===== src/rtl/collision_event_scheduler.sv =====
// Collects per-frame ball/wall/hole/ball-pair collisions and issues them one at a time over a
// valid/ack handshake. Hole detection and ball pocketing are enabled by COLL_SCHED_HOLE_EN.
module collision_event_scheduler (
    input  logic       clk,
    input  logic       resetN,
    input  logic       startOfFrame,
    input  logic       restart,
    input  logic [3:0] drawing_request_Ball,
    input  logic       drawing_request_wall,
    input  logic       drawing_request_hole,
    output logic       event_valid,
    output logic [1:0] event_type,
    output logic [1:0] event_idA,
    output logic [1:0] event_idB,
    input  logic       event_ack,
    output logic [3:0] disable_ball,
    output logic       frame_hit,
    output logic       overrun
);

    // Bit layout, lowest index wins arbitration: [3:0] hole, [9:4] pairs, [13:10] wall.
    localparam int unsigned NumBits = 14;

    typedef enum logic [1:0] {StIdle, StArb, StIssue} state_e;

    state_e             state_q;
    logic [NumBits-1:0] acc_q, acc_d, pend_q, pend_d;
    logic [NumBits-1:0] new_bits, clr_sel, clr_ball, pend_kept, acc_kept, new_kept, snap;
    logic [3:0]         eff_ball, wall_hit, hole_hit, sel_c, sel_q;
    logic [5:0]         pair_hit;
    logic               valid_q, frame_hit_q, overrun_q, ack_fire, hole_ack;
    logic [1:0]         type_q, ida_q, idb_q;

    function automatic logic [NumBits-1:0] ball_mask(input logic [1:0] b);
        logic [NumBits-1:0] m;
        case (b)
            2'd0:    m = 14'b0001_000111_0001;
            2'd1:    m = 14'b0010_011001_0010;
            2'd2:    m = 14'b0100_101010_0100;
            default: m = 14'b1000_110100_1000;
        endcase
        return m;
    endfunction

    // Returns {type, idA, idB} for a pending-bit index.
    function automatic logic [5:0] decode(input logic [3:0] idx);
        logic [5:0] r;
        case (idx)
            4'd0, 4'd1, 4'd2, 4'd3: r = {2'd2, idx[1:0], idx[1:0]};
            4'd4:    r = {2'd1, 2'd0, 2'd1};
            4'd5:    r = {2'd1, 2'd0, 2'd2};
            4'd6:    r = {2'd1, 2'd0, 2'd3};
            4'd7:    r = {2'd1, 2'd1, 2'd2};
            4'd8:    r = {2'd1, 2'd1, 2'd3};
            4'd9:    r = {2'd1, 2'd2, 2'd3};
            4'd10:   r = {2'd0, 2'd0, 2'd0};
            4'd11:   r = {2'd0, 2'd1, 2'd1};
            4'd12:   r = {2'd0, 2'd2, 2'd2};
            4'd13:   r = {2'd0, 2'd3, 2'd3};
            default: r = 6'd0;
        endcase
        return r;
    endfunction

    assign eff_ball = drawing_request_Ball & ~disable_ball;
    assign wall_hit = eff_ball & {4{drawing_request_wall}};
    assign pair_hit = {eff_ball[2] & eff_ball[3], eff_ball[1] & eff_ball[3],
                       eff_ball[1] & eff_ball[2], eff_ball[0] & eff_ball[3],
                       eff_ball[0] & eff_ball[2], eff_ball[0] & eff_ball[1]};
    assign new_bits = {wall_hit, pair_hit, hole_hit};

    assign ack_fire  = valid_q & event_ack;
    assign hole_ack  = ack_fire & (type_q == 2'd2);
    assign clr_sel   = ack_fire ? ({{(NumBits-1){1'b0}}, 1'b1} << sel_q) : '0;
    assign clr_ball  = hole_ack ? ball_mask(ida_q) : '0;
    assign pend_kept = pend_q & ~clr_sel & ~clr_ball;
    assign acc_kept  = acc_q & ~clr_ball;
    assign new_kept  = new_bits & ~clr_ball;
    assign snap      = pend_kept | acc_kept;

    always_comb begin
        sel_c = '0;
        for (int i = int'(NumBits) - 1; i >= 0; i--) begin
            if (pend_q[i]) sel_c = 4'(i);
        end
    end

    // A hit sampled together with startOfFrame seeds the freshly cleared accumulator.
    always_comb begin
        pend_d = pend_kept;
        acc_d  = acc_kept | new_kept;
        if (restart) begin
            pend_d = '0;
            acc_d  = '0;
        end else if (startOfFrame) begin
            pend_d = snap;
            acc_d  = new_kept;
        end
    end

    always_ff @(posedge clk or negedge resetN) begin
        if (!resetN) begin
            acc_q       <= '0;
            pend_q      <= '0;
            frame_hit_q <= 1'b0;
            overrun_q   <= 1'b0;
        end else begin
            acc_q       <= acc_d;
            pend_q      <= pend_d;
            frame_hit_q <= ~restart & startOfFrame & (|snap);
            overrun_q   <= ~restart & startOfFrame & (|pend_kept);
        end
    end

    always_ff @(posedge clk or negedge resetN) begin
        if (!resetN) begin
            state_q <= StIdle;
            valid_q <= 1'b0;
            type_q  <= 2'd0;
            ida_q   <= 2'd0;
            idb_q   <= 2'd0;
            sel_q   <= 4'd0;
        end else if (restart) begin
            state_q <= StIdle;
            valid_q <= 1'b0;
            type_q  <= 2'd0;
            ida_q   <= 2'd0;
            idb_q   <= 2'd0;
            sel_q   <= 4'd0;
        end else begin
            case (state_q)
                StIdle: begin
                    if (|pend_q) state_q <= StArb;
                end
                StArb: begin
                    if (!(|pend_q)) begin
                        state_q <= StIdle;
                    end else begin
                        {type_q, ida_q, idb_q} <= decode(sel_c);
                        sel_q   <= sel_c;
                        valid_q <= 1'b1;
                        state_q <= StIssue;
                    end
                end
                StIssue: begin
                    if (event_ack) begin
                        valid_q <= 1'b0;
                        state_q <= StArb;
                    end
                end
                default: state_q <= StIdle;
            endcase
        end
    end

`ifdef COLL_SCHED_HOLE_EN
    logic [3:0] dis_q;

    assign hole_hit = eff_ball & {4{drawing_request_hole}};

    always_ff @(posedge clk or negedge resetN) begin
        if (!resetN) begin
            dis_q <= 4'b0;
        end else if (restart) begin
            dis_q <= 4'b0;
        end else if (hole_ack) begin
            dis_q <= dis_q | (4'b0001 << ida_q);
        end
    end

    assign disable_ball = dis_q;
`else
    logic unused_hole;

    assign unused_hole  = drawing_request_hole;
    assign hole_hit     = 4'b0;
    assign disable_ball = 4'b0;
`endif

    assign event_valid = valid_q;
    assign event_type  = type_q;
    assign event_idA   = ida_q;
    assign event_idB   = idb_q;
    assign frame_hit   = frame_hit_q;
    assign overrun     = overrun_q;

endmodule


===== config.mk =====
export PLATFORM = sky130hd
export DESIGN_NAME = collision_event_scheduler
export DESIGN_NICKNAME = d
export VERILOG_FILES = /design/src/rtl/collision_event_scheduler.sv
export SDC_FILE = /design/constraint.sdc
export NUM_CORES = 1
export LEC_CHECK = 0
export CORE_ASPECT_RATIO = 0.6
export CORE_MARGIN = 4
export CORE_UTILIZATION = 57
export DETAILED_ROUTE_END_ITERATION = 6
export DONT_BUFFER_PORTS = 1
export PLACE_DENSITY = 0.75
export SLEW_MARGIN = 0
export SYNTH_ARGS = -nofsm -noshare
export SYNTH_HDL_FRONTEND = slang
export SYNTH_SLANG_ARGS = --single-unit

===== constraint.sdc =====
create_clock -name clk -period 2.1 [get_ports clk]
set_clock_uncertainty 0.15 [all_clocks]
set_input_delay 0.315 -clock clk [delete_from_list [all_inputs] [get_ports clk]]
set_output_delay 0.315 -clock clk [all_outputs]
set_load 0.05 [all_outputs]

==> impl_metrics.toml, run 1 <==
[global_route]
grt_pass1_vias = 2248
grt_util_met1_pct = 42.4
grt_pass1_wl_um = 11600
antenna_found_initial = 0
grt_overflow = 0
grt.met3_usage_pct = 9.83
busiest_layer = "met1"
grt_usage_pct = 28.2
grt_max_degree = 44
grt_util_met2_pct = 38.4

[clock_tree]
cts.sinks = 43
cts_tree = "built"
insertion_delay_ns = 0.30
clockBufferDepth = 2
cts.reportedPaths.clkPinSlew_ns = 0.08
cts-root-buf = "clkbuf_8"
cts_inserted_buffers = 5
cts_max_level = 2

[yosys]
synthTopCellsByArea = "dfrtp_1, nand2_1, o21ai_0, ha_1, a211oi_1"
synth_top_flop_cell = "dfrtp_1"
synth_area_sq_mm = 0.00244
synth-seq-area-share_pct = 44.1
yosysWarnings = 0
synth_edf_count = 0
synth-seq-cells = 43
syn_inst = 264
yosysTopAreaCell = "dfrtp_1"
yosysTopAreaCellShare_pct = 44.1
syn_avg_cell_area_sq_um = 9.24
yosys.cell_types.count = 59
synthArstFlopShare_pct = 100

[floorplan]
initial_core_util_pct = 59.2
coreArea_sq_mm = 0.00412
die-area_sq_mm = 0.00543
rows = 18
dieWidth_um = 92.5
ios = 24
die_height_um = 58.7

[worst_setup_path]
path_class = "reg2reg"
r2r_cells = 7
r2r-start = "event_type[0]"
rr_endpoint = "frame_hit"
cp_max_fo = 5
cp-endpoint = "frame_hit"
crit_path_end_kind = "register"
worstPathRequired_ns = 2.13
startpoint_type = "register"
worst_ep_arrival_time_ns = 2.20
r2r_slack_ns = -0.07
critPathLaunch = "event_type[0]"

[hold_path]
holdPathStages = 2
hold_path_class = "in2reg"

[power]
p_leak_nw = 1.40
clkPwrFrac_pct = 31.9
max-vdd-ir-drop_mv = 0.422
seqPwrFrac_pct = 45.0
swShare_pct = 30.5
internal-power_mw = 1.46
p_comb_share_pct = 23.1
pwr_density_cell_mw_per_mm2 = 666
finalPower_mw = 2.10
switchingPower_uw = 641

[routing]
drt_iter0_drc = 380
wl_per_cell_um = 18.7
drc = 0
vias = 2411
antenna_left = 0
avgViaCountPerCell = 6.21
dr.pass1.iters = 5
wirelength_um = 7260

[placement]
dp_cells = 373
place_hpwl_um = 5290
pre_cts_ws_ns = -0.181
dpl-instance-area_sq_mm = 0.00291
globalplace.congestion = 1.02
port_buffers = 0

[cells_and_area]
mostFrequentLayoutCell = "buf_4"
nets = 345
seqCellArea_sq_mm = 0.00108
design_area_sq_mm = 0.00316
drive_above_1_share_pct = 31.4
layout_common_cells = "buf_4, dfrtp_1, nand2_1, nor2_1, o21ai_0"
area_growth_pct = 29.6
diodes = 0
multi_input_area_sq_mm = 0.00134
fillers = 286
fin_cells = 388

[flow_run]
cap_viol_max_count = 0

[timing]
slew_headroom_pct = 41.5
fin_crit_ns = 2.17
layout_setup_ws_ns = -0.0688
finalCritPeriodShare_pct = 103
worst_slew_pin_slew_ns = 0.874
max_freq_ghz = 0.461
drv_slew = 0
grt_setup_unrepaired = "yes"
hold_viol_final = 0
finalSetupViolCount = 1

[status]
outcome = "finished with violations"
violations = "negative setup slack"
## layer usage
| layer | wire (um) | vias up | part of all wire, % |
|---|---|---|---|
| met1 | 3390 | 1144 | 47 |
| met3 | 811 | 21 | 11 |
| met4 | 124 | 0 | 1.7 |
| met2 | 2930 | 143 | 40 |
| met5 | 0 | - | 0 |
| li1 | - | 1103 | - |
## worst min path at each step
stage                           end  slack (ns)          from
final                     pend_q[4]       0.005  startOfFrame
after global placement    pend_q[1]       -0.13        resetN
after detailed placement  pend_q[1]       -0.13        resetN
after CTS                 pend_q[9]       0.004  startOfFrame
after global routing      pend_q[5]       0.004  startOfFrame
after floorplan            acc_q[0]       -0.13        resetN
## what timing repair did
action | in CTS | in global routing
hold buffers | 3 | 1
hold endpoints to repair | 66 | 2
setup buffers | 1 | 2
resized for setup | 13 | 13
pin swaps | 5 | 1
setup endpoints to repair | 5 | 7
## worst max-delay path: stages, from the launching register on
cell	delay, ns
dfrtp_2	0.42
and4b_2	0.33
buf_4	0.15
nand2_1	0.07
o21ai_1	0.09
o21ai_0	0.10
or3_4	0.39
o311a_1	0.36
## metrics by stage
step / util [%] / TNS, ns / hold slack [ns]
floorplan: - / -0.0521 / -0.131
global placement: 70.6 / -0.116 / -0.129
detailed placement: 70.6 / -0.191 / -0.130
CTS: 75.2 / -0.0505 / 0.00367
global route: 76.7 / -0.249 / 0.00358
finish: 76.7 / -0.0688 / 0.00467
## power groups by stage
stage          clock network [mW]  logic, mW  registers [mW]
2_1_floorplan                   0      0.253           0.980
3_3_place_gp                    0      0.408           0.957
3_5_place_dp                    0      0.413           0.959
4_1_cts                     0.676      0.453           0.944
5_1_grt                     0.714      0.526           0.953
6_report                    0.672      0.486           0.947
## registers in the layout, indices dropped and copies added, names as in the netlist
| register | count |
|---|---|
| event_valid | 1 |
| frame_hit | 1 |
| event_idA | 2 |
| overrun | 1 |
| pend_q | 14 |
| acc_q | 14 |
| event_idB | 2 |
| state_q | 2 |
| sel_q | 4 |
| event_type | 2 |
## final cells by class
cell class / count / area share [%]
clock buffer: 6 / 2.61
clock inverter: 2 / 1.11
inverter: 10 / 1.35
multi-input combinational: 203 / 42.5
sequential: 43 / 34.2
tap: 60 / 2.37
timing repair buffer: 64 / 15.8
## synth_stat cells, types with 2 or more instances
cell type / instances
a211oi_1: 11
a21oi_1: 10
a221oi_1: 2
a22o_1: 3
a22oi_1: 11
and2_1: 2
and3_1: 6
buf_4: 5
clkbuf_1: 4
dfrtp_1: 43
ha_1: 7
inv_1: 9
nand2_1: 32
nand2b_1: 6
nand3_1: 2
nand3b_1: 2
nand4_1: 2
nand4b_1: 3
nor2_1: 19
nor3_1: 12
nor4_1: 2
nor4_2: 3
o211ai_1: 3
o21ai_0: 21
o21ai_1: 4
o21bai_1: 2
o22ai_1: 4
or2_2: 2
or3_1: 2
## logic make-up (layout without fill, tap and decap cells)
logic type | count (synthesis) | in the layout | share of synthesized area, %
fa+ha+maj | 7 | 7 | 3.59
buf+inv | 21 | 82 | 4.31
mux | 1 | 1 | 0.410
flops | 43 | 43 | 44.1
simple gates | 102 | 102 | 22.1
xor+xnor | 1 | 1 | 0.359
compound gates | 88 | 88 | 25.0
other cells | 1 | 4 | 0.154
(Power assumes the default switching activity.)
==> run 2: changes to the inputs <==
ABC_AREA = 1   (was not set)
CAP_MARGIN = 30   (was not set)
==> run 2 against run 1 <==
Net effect: the flow now finishes without violations; cell area fell by 11%; count of clock-buffer cells in the layout unchanged; die area increased by 2.7%; maximum frequency rose by 8.5%; non-clock buffer count fell by 55; worst hold slack improved by 0.015 ns; global-route usage fell by 2.6 points; power up 3.6%; flip-flop and latch count unchanged; final cell count is 2.6% higher; via count shrank 6.3%.
==> impl_metrics.toml, run 2 <==
[yosys]
synth_common_cells = "nand2_1, dfrtp_1, nor2_1, inv_1, inv_2"
yosysWarnings = 0
synthArstFlopShare_pct = 100
synth-seq-cells = 43
synth_edf_count = 0
syn_avg_cell_area_sq_um = 7.71
syn_inst = 326
synth-seq-area-share_pct = 42.8
synth_top_flop_cell = "dfrtp_1"
yosys.cell_types.count = 38
yosysTopAreaCellShare_pct = 42.8
yosysMostFrequentCell = "nand2_1"
yosysTopAreaCell = "dfrtp_1"
synth_area_sq_mm = 0.00251
synthTopCellsByArea = "dfrtp_1, nand2_1, nor2_1, inv_1, o22ai_1"

[worst_setup_path]
crit_chain = "inv_1 -> ha_1 -> or2_4 -> nand2_1 -> nor2_1 -> nor2_1 -> nand2_1 -> nor3_2 -> a21oi_1"
r2r_slack_ns = 0.10
crit_path_end_kind = "register"
worstPathRequired_ns = 2.12
cp_max_fo = 5
r2r_cells = 9
path_delay_family = "simple AND/OR/NAND/NOR gates"
path_class = "reg2reg"
rr_endpoint = "overrun"
slowest_stage = "dfrtp_2"
crit_buf_inv = 1
startpoint_type = "register"
r2r-start = "event_idA[0]"
worst_ep_arrival_time_ns = 2.02
cpPeakStageDelay_ns = 0.44

[power]
swShare_pct = 31.6
clkPwrFrac_pct = 35.4
p_leak_nw = 1.36
pwr_density_cell_mw_per_mm2 = 777
switchingPower_uw = 689
finalPower_mw = 2.18
max-vdd-ir-drop_mv = 0.402
seqPwrFrac_pct = 43.1
p_comb_share_pct = 21.5
internal-power_mw = 1.49

[floorplan]
ios = 24
rows = 18
dieWidth_um = 93.7
coreArea_sq_mm = 0.00419
initial_core_util_pct = 60.0
die-area_sq_mm = 0.00557
die_height_um = 59.4

[cells_and_area]
nets = 355
final_util_pct = 67.0
area_growth_pct = 11.6
layout_common_cells = "nand2_1, dfrtp_1, inv_1, nor2_1, inv_2"
diodes = 0
biggestRegsByFlops = "acc_q x14, pend_q x14, sel_q x4"
mostFrequentLayoutCell = "nand2_1"
design_area_sq_mm = 0.00281
drive_above_1_share_pct = 20.1
fin_cells = 398

[timing]
max_freq_ghz = 0.500
hold_viol_final = 0
fin_crit_ns = 2.00
drv_slew = 0
grt_setup_unrepaired = "no"
finalSetupViolCount = 0
finalCritPeriodShare_pct = 95.2
setup_tns_ns = 0

[clock_tree]
cts_inserted_buffers = 5
cts_tree = "built"
cts-root-buf = "clkbuf_8"
cts.sinks = 43
insertion_delay_ns = 0.30
cts_max_level = 2
clockBufferDepth = 2
cts.reportedPaths.clkPinSlew_ns = 0.09

[placement]
globalplace.congestion = 0.943
place_hpwl_um = 4910
dp_cells = 387
port_buffers = 0
dpl-instance-area_sq_mm = 0.00260

[status]
outcome = "complete, no violations"

[global_route]
antenna_found_initial = 0
grt_util_met1_pct = 43.1
busiest_layer = "met1"
grt_usage_pct = 25.6
grt_util_met2_pct = 33.0
grt_max_degree = 44
grt.met3_usage_pct = 4.82
grt_pass1_wl_um = 10700
grt_pass1_vias = 1981
grt_overflow = 0

[routing]
vias = 2260
wirelength_um = 6500
drc = 0
dr.pass1.iters = 5
wl_per_cell_um = 16.3
avgViaCountPerCell = 5.68
drt_iter0_drc = 265
antenna_left = 0

[hold_path]
hold_end = "state_q[0]"
holdPathStages = 3
min_from = "restart"
hold_path_class = "in2reg"

[flow_run]
cap_viol_max_count = 0
## run 2: cell type report
class | count | area, sq um
Fill cell | 368 | 1380
Multi-Input combinational cell | 221 | 1210
Sequential cell | 43 | 1080
Inverter | 57 | 216
Timing Repair Buffer | 9 | 92.6
Tap cell | 60 | 75.1
Clock buffer | 6 | 72.6
Clock inverter | 2 | 60.1
## run 2: per-layer routing
metal	vias up	share of wire (%)
li1	1068	-
met1	1056	49
met2	129	39
met3	7	11
met4	0	0.58
met5	-	0
## run 2: kinds of logic after synthesis
logic type	Yosys count	share of synthesized area (%)
and+or+nand+nor	164	31.2
AOI/OAI and AO/OA	46	12.0
adders and majority gates	7	3.48
other	1	0.149
DFF	43	42.8
buffers and inverters	65	10.4
## run 2: how the worst max path moves through the flow
stage,start,slack [ns],endpoint,cells past startpoint
2_1_floorplan,event_idA[0],0.12,frame_hit,7
3_3_place_gp,event_idA[0],0.16,frame_hit,9
3_5_place_dp,event_idA[0],0.07,frame_hit,9
4_1_cts,event_idA[1],0.03,overrun,9
5_1_grt,pend_q[10],0.004,event_idA[0],14
6_report,event_idA[0],0.10,overrun,9
## run 2: tightest hold or removal path: cells and delay by family
kind          cells  cell delay [ns]
buf+inv           1             0.05
simple gates      2             0.06
## run 2: timing repair
action | CTS | global route
setup endpoints to repair | 0 | 3
hold buffers | 3 | 0
endpoints found under the hold margin | 52 | 0
buffers inserted | 0 | 0
gates resized for setup | 0 | 4
## run 2: stage by stage
step,setup WS (ns),hold slack (ns)
finish,0.101,0.0199
global route,0.00419,0.0276
CTS,0.0254,0.0156
detailed placement,0.0656,-0.129
global placement,0.155,-0.130
floorplan,0.117,-0.131
## run 2: power groups by stage
| stage | clock [mW] | sequential [mW] | combinational, mW |
|---|---|---|---|
| finish | 0.771 | 0.940 | 0.469 |
| CTS | 0.770 | 0.939 | 0.457 |
| detailed placement | 0 | 0.956 | 0.424 |
| global placement | 0 | 0.954 | 0.417 |
| global route | 0.806 | 0.946 | 0.520 |
| floorplan | 0 | 0.985 | 0.306 |
==> run 3: changes to the inputs <==
SKIP_CTS_REPAIR_TIMING = 1   (was not set)
==> run 3 against run 2 <==
Net effect: count of clock-buffer cells in the layout stayed put; non-clock buffer count stayed put; wire length is 0.88% lower; critical path type unchanged.
==> impl_metrics.toml, run 3 (synthesis results as in run 2) <==
[timing]
finalCritPeriodShare_pct = 95.4
max_freq_ghz = 0.499
layout_setup_ws_ns = 0.0968
finalSetupViolCount = 0
setup_tns_ns = 0
hold_viol_final = 0
drv_slew = 0
grt_setup_unrepaired = "no"
fin_crit_ns = 2.00

[hold_path]
hold_path_class = "in2reg"
hold_end = "state_q[0]"
min_from = "restart"
holdPathStages = 3

[placement]
place_hpwl_um = 4910
pre_cts_ws_ns = 0.0656
port_buffers = 0
globalplace.congestion = 0.943
dpl-instance-area_sq_mm = 0.00260

[worst_setup_path]
startpoint_type = "register"
slowest_stage = "dfrtp_2"
path_class = "reg2reg"
rr_endpoint = "overrun"
crit_path_end_kind = "register"
crit_buf_inv = 1
cpPeakStageDelay_ns = 0.44
r2r-start = "event_idA[0]"
worst_ep_arrival_time_ns = 2.01
path_delay_family = "simple AND/OR/NAND/NOR gates"
crit_chain = "inv_1 -> ha_1 -> or2_4 -> nand2_1 -> nor2_1 -> nor2_1 -> nand2_1 -> nor3_2 -> a21oi_1"
worstPathRequired_ns = 2.11
r2r_slack_ns = 0.1
cp_max_fo = 5
r2r_cells = 9

[clock_tree]
clockBufferDepth = 2
cts.reportedPaths.clkPinSlew_ns = 0.08
cts_tree = "built"
insertion_delay_ns = 0.29
cts-root-buf = "clkbuf_8"
cts_max_level = 2
cts.sinks = 43
cts_inserted_buffers = 5

[status]
outcome = "complete, no violations"

[global_route]
grt_pass1_vias = 1954
grt_pass1_wl_um = 10600
grt_max_degree = 44
grt_usage_pct = 25.3
antenna_found_initial = 0
grt_overflow = 0

[routing]
top_layer = "met4"
drt_iter0_drc = 286
avgViaCountPerCell = 5.65
wl_met1_um = 3090
route.met2.wl_um = 2550
vias = 2247
drc = 0
wirelength_um = 6440
met3_length_um = 771
wl_per_cell_um = 16.2
antenna_left = 0
dr.pass1.iters = 5

[power]
p_leak_nw = 1.36
p_comb_share_pct = 21.6
seqPwrFrac_pct = 43.3
pwr_density_cell_mw_per_mm2 = 774
clkPwrFrac_pct = 35.2
internal-power_mw = 1.49
switchingPower_uw = 682
max-vdd-ir-drop_mv = 0.404
swShare_pct = 31.4

[floorplan]
coreArea_sq_mm = 0.00419
dieWidth_um = 93.7
ios = 24
initial_core_util_pct = 60.0
rows = 18
die-area_sq_mm = 0.00557
die_height_um = 59.4

[cells_and_area]
mostFrequentLayoutCell = "nand2_1"
layout_common_cells = "nand2_1, dfrtp_1, inv_1, nor2_1, inv_2"
diodes = 0
area_growth_pct = 11.6
drive_above_1_share_pct = 20.1
biggestRegsByFlops = "acc_q x14, pend_q x14, sel_q x4"
design_area_sq_mm = 0.00281
nets = 355

[flow_run]
cap_viol_max_count = 0
## run 3: metal layers
metal / GRT usage (%) / vias up
li1: - / 1066
met1: 42.6 / 1048
met2: 33.0 / 128
met3: 4.70 / 5
met5: 0 / -
met4: 4.32 / 0
## run 3: through the flow
stage / instances / total power [mW] / hold slack, ns / util, %
floorplan: 329 / 1.29 / -0.131 / -
global placement: 387 / 1.37 / -0.130 / 62.1
detailed placement: 387 / 1.38 / -0.129 / 62.1
CTS: 395 / 2.14 / -0.450 / 65.3
global route: 398 / 2.27 / 0.0276 / 67.0
finish: 398 / 2.17 / 0.0226 / 67.0
## run 3: cell type report
cell class | count | area (sq um)
Fill cell | 368 | 1380
Inverter | 57 | 216
Timing Repair Buffer | 9 | 92.6
Sequential cell | 43 | 1080
Clock buffer | 6 | 72.6
Tap cell | 60 | 75.1
Clock inverter | 2 | 60.1
Multi-Input combinational cell | 221 | 1210
## run 3: worst max-delay path by stage
| stage | startpoint | endpoint | slack [ns] | cells past startpoint |
|---|---|---|---|---|
| final | event_idA[0] | overrun | 0.1 | 9 |
| after global routing | pend_q[10] | event_idA[0] | 0.004 | 14 |
| after detailed placement | event_idA[0] | frame_hit | 0.07 | 9 |
| after global placement | event_idA[0] | frame_hit | 0.16 | 9 |
| after floorplan | event_idA[0] | frame_hit | 0.12 | 7 |
| after CTS | event_idA[1] | overrun | 0.03 | 9 |
## run 3: tightest hold or removal path: cells and delay by family
| family | cells | cell delay, ns |
|---|---|---|
| AND/OR/NAND/NOR | 2 | 0.06 |
| buffers and inverters | 1 | 0.05 |
## run 3: power groups by stage
| stage | logic (mW) | registers [mW] | clock network (mW) |
|---|---|---|---|
| 2_1_floorplan | 0.306 | 0.985 | 0 |
| 3_3_place_gp | 0.417 | 0.954 | 0 |
| 3_5_place_dp | 0.424 | 0.956 | 0 |
| 4_1_cts | 0.427 | 0.939 | 0.770 |
| 5_1_grt | 0.520 | 0.946 | 0.806 |
| 6_report | 0.469 | 0.940 | 0.764 |
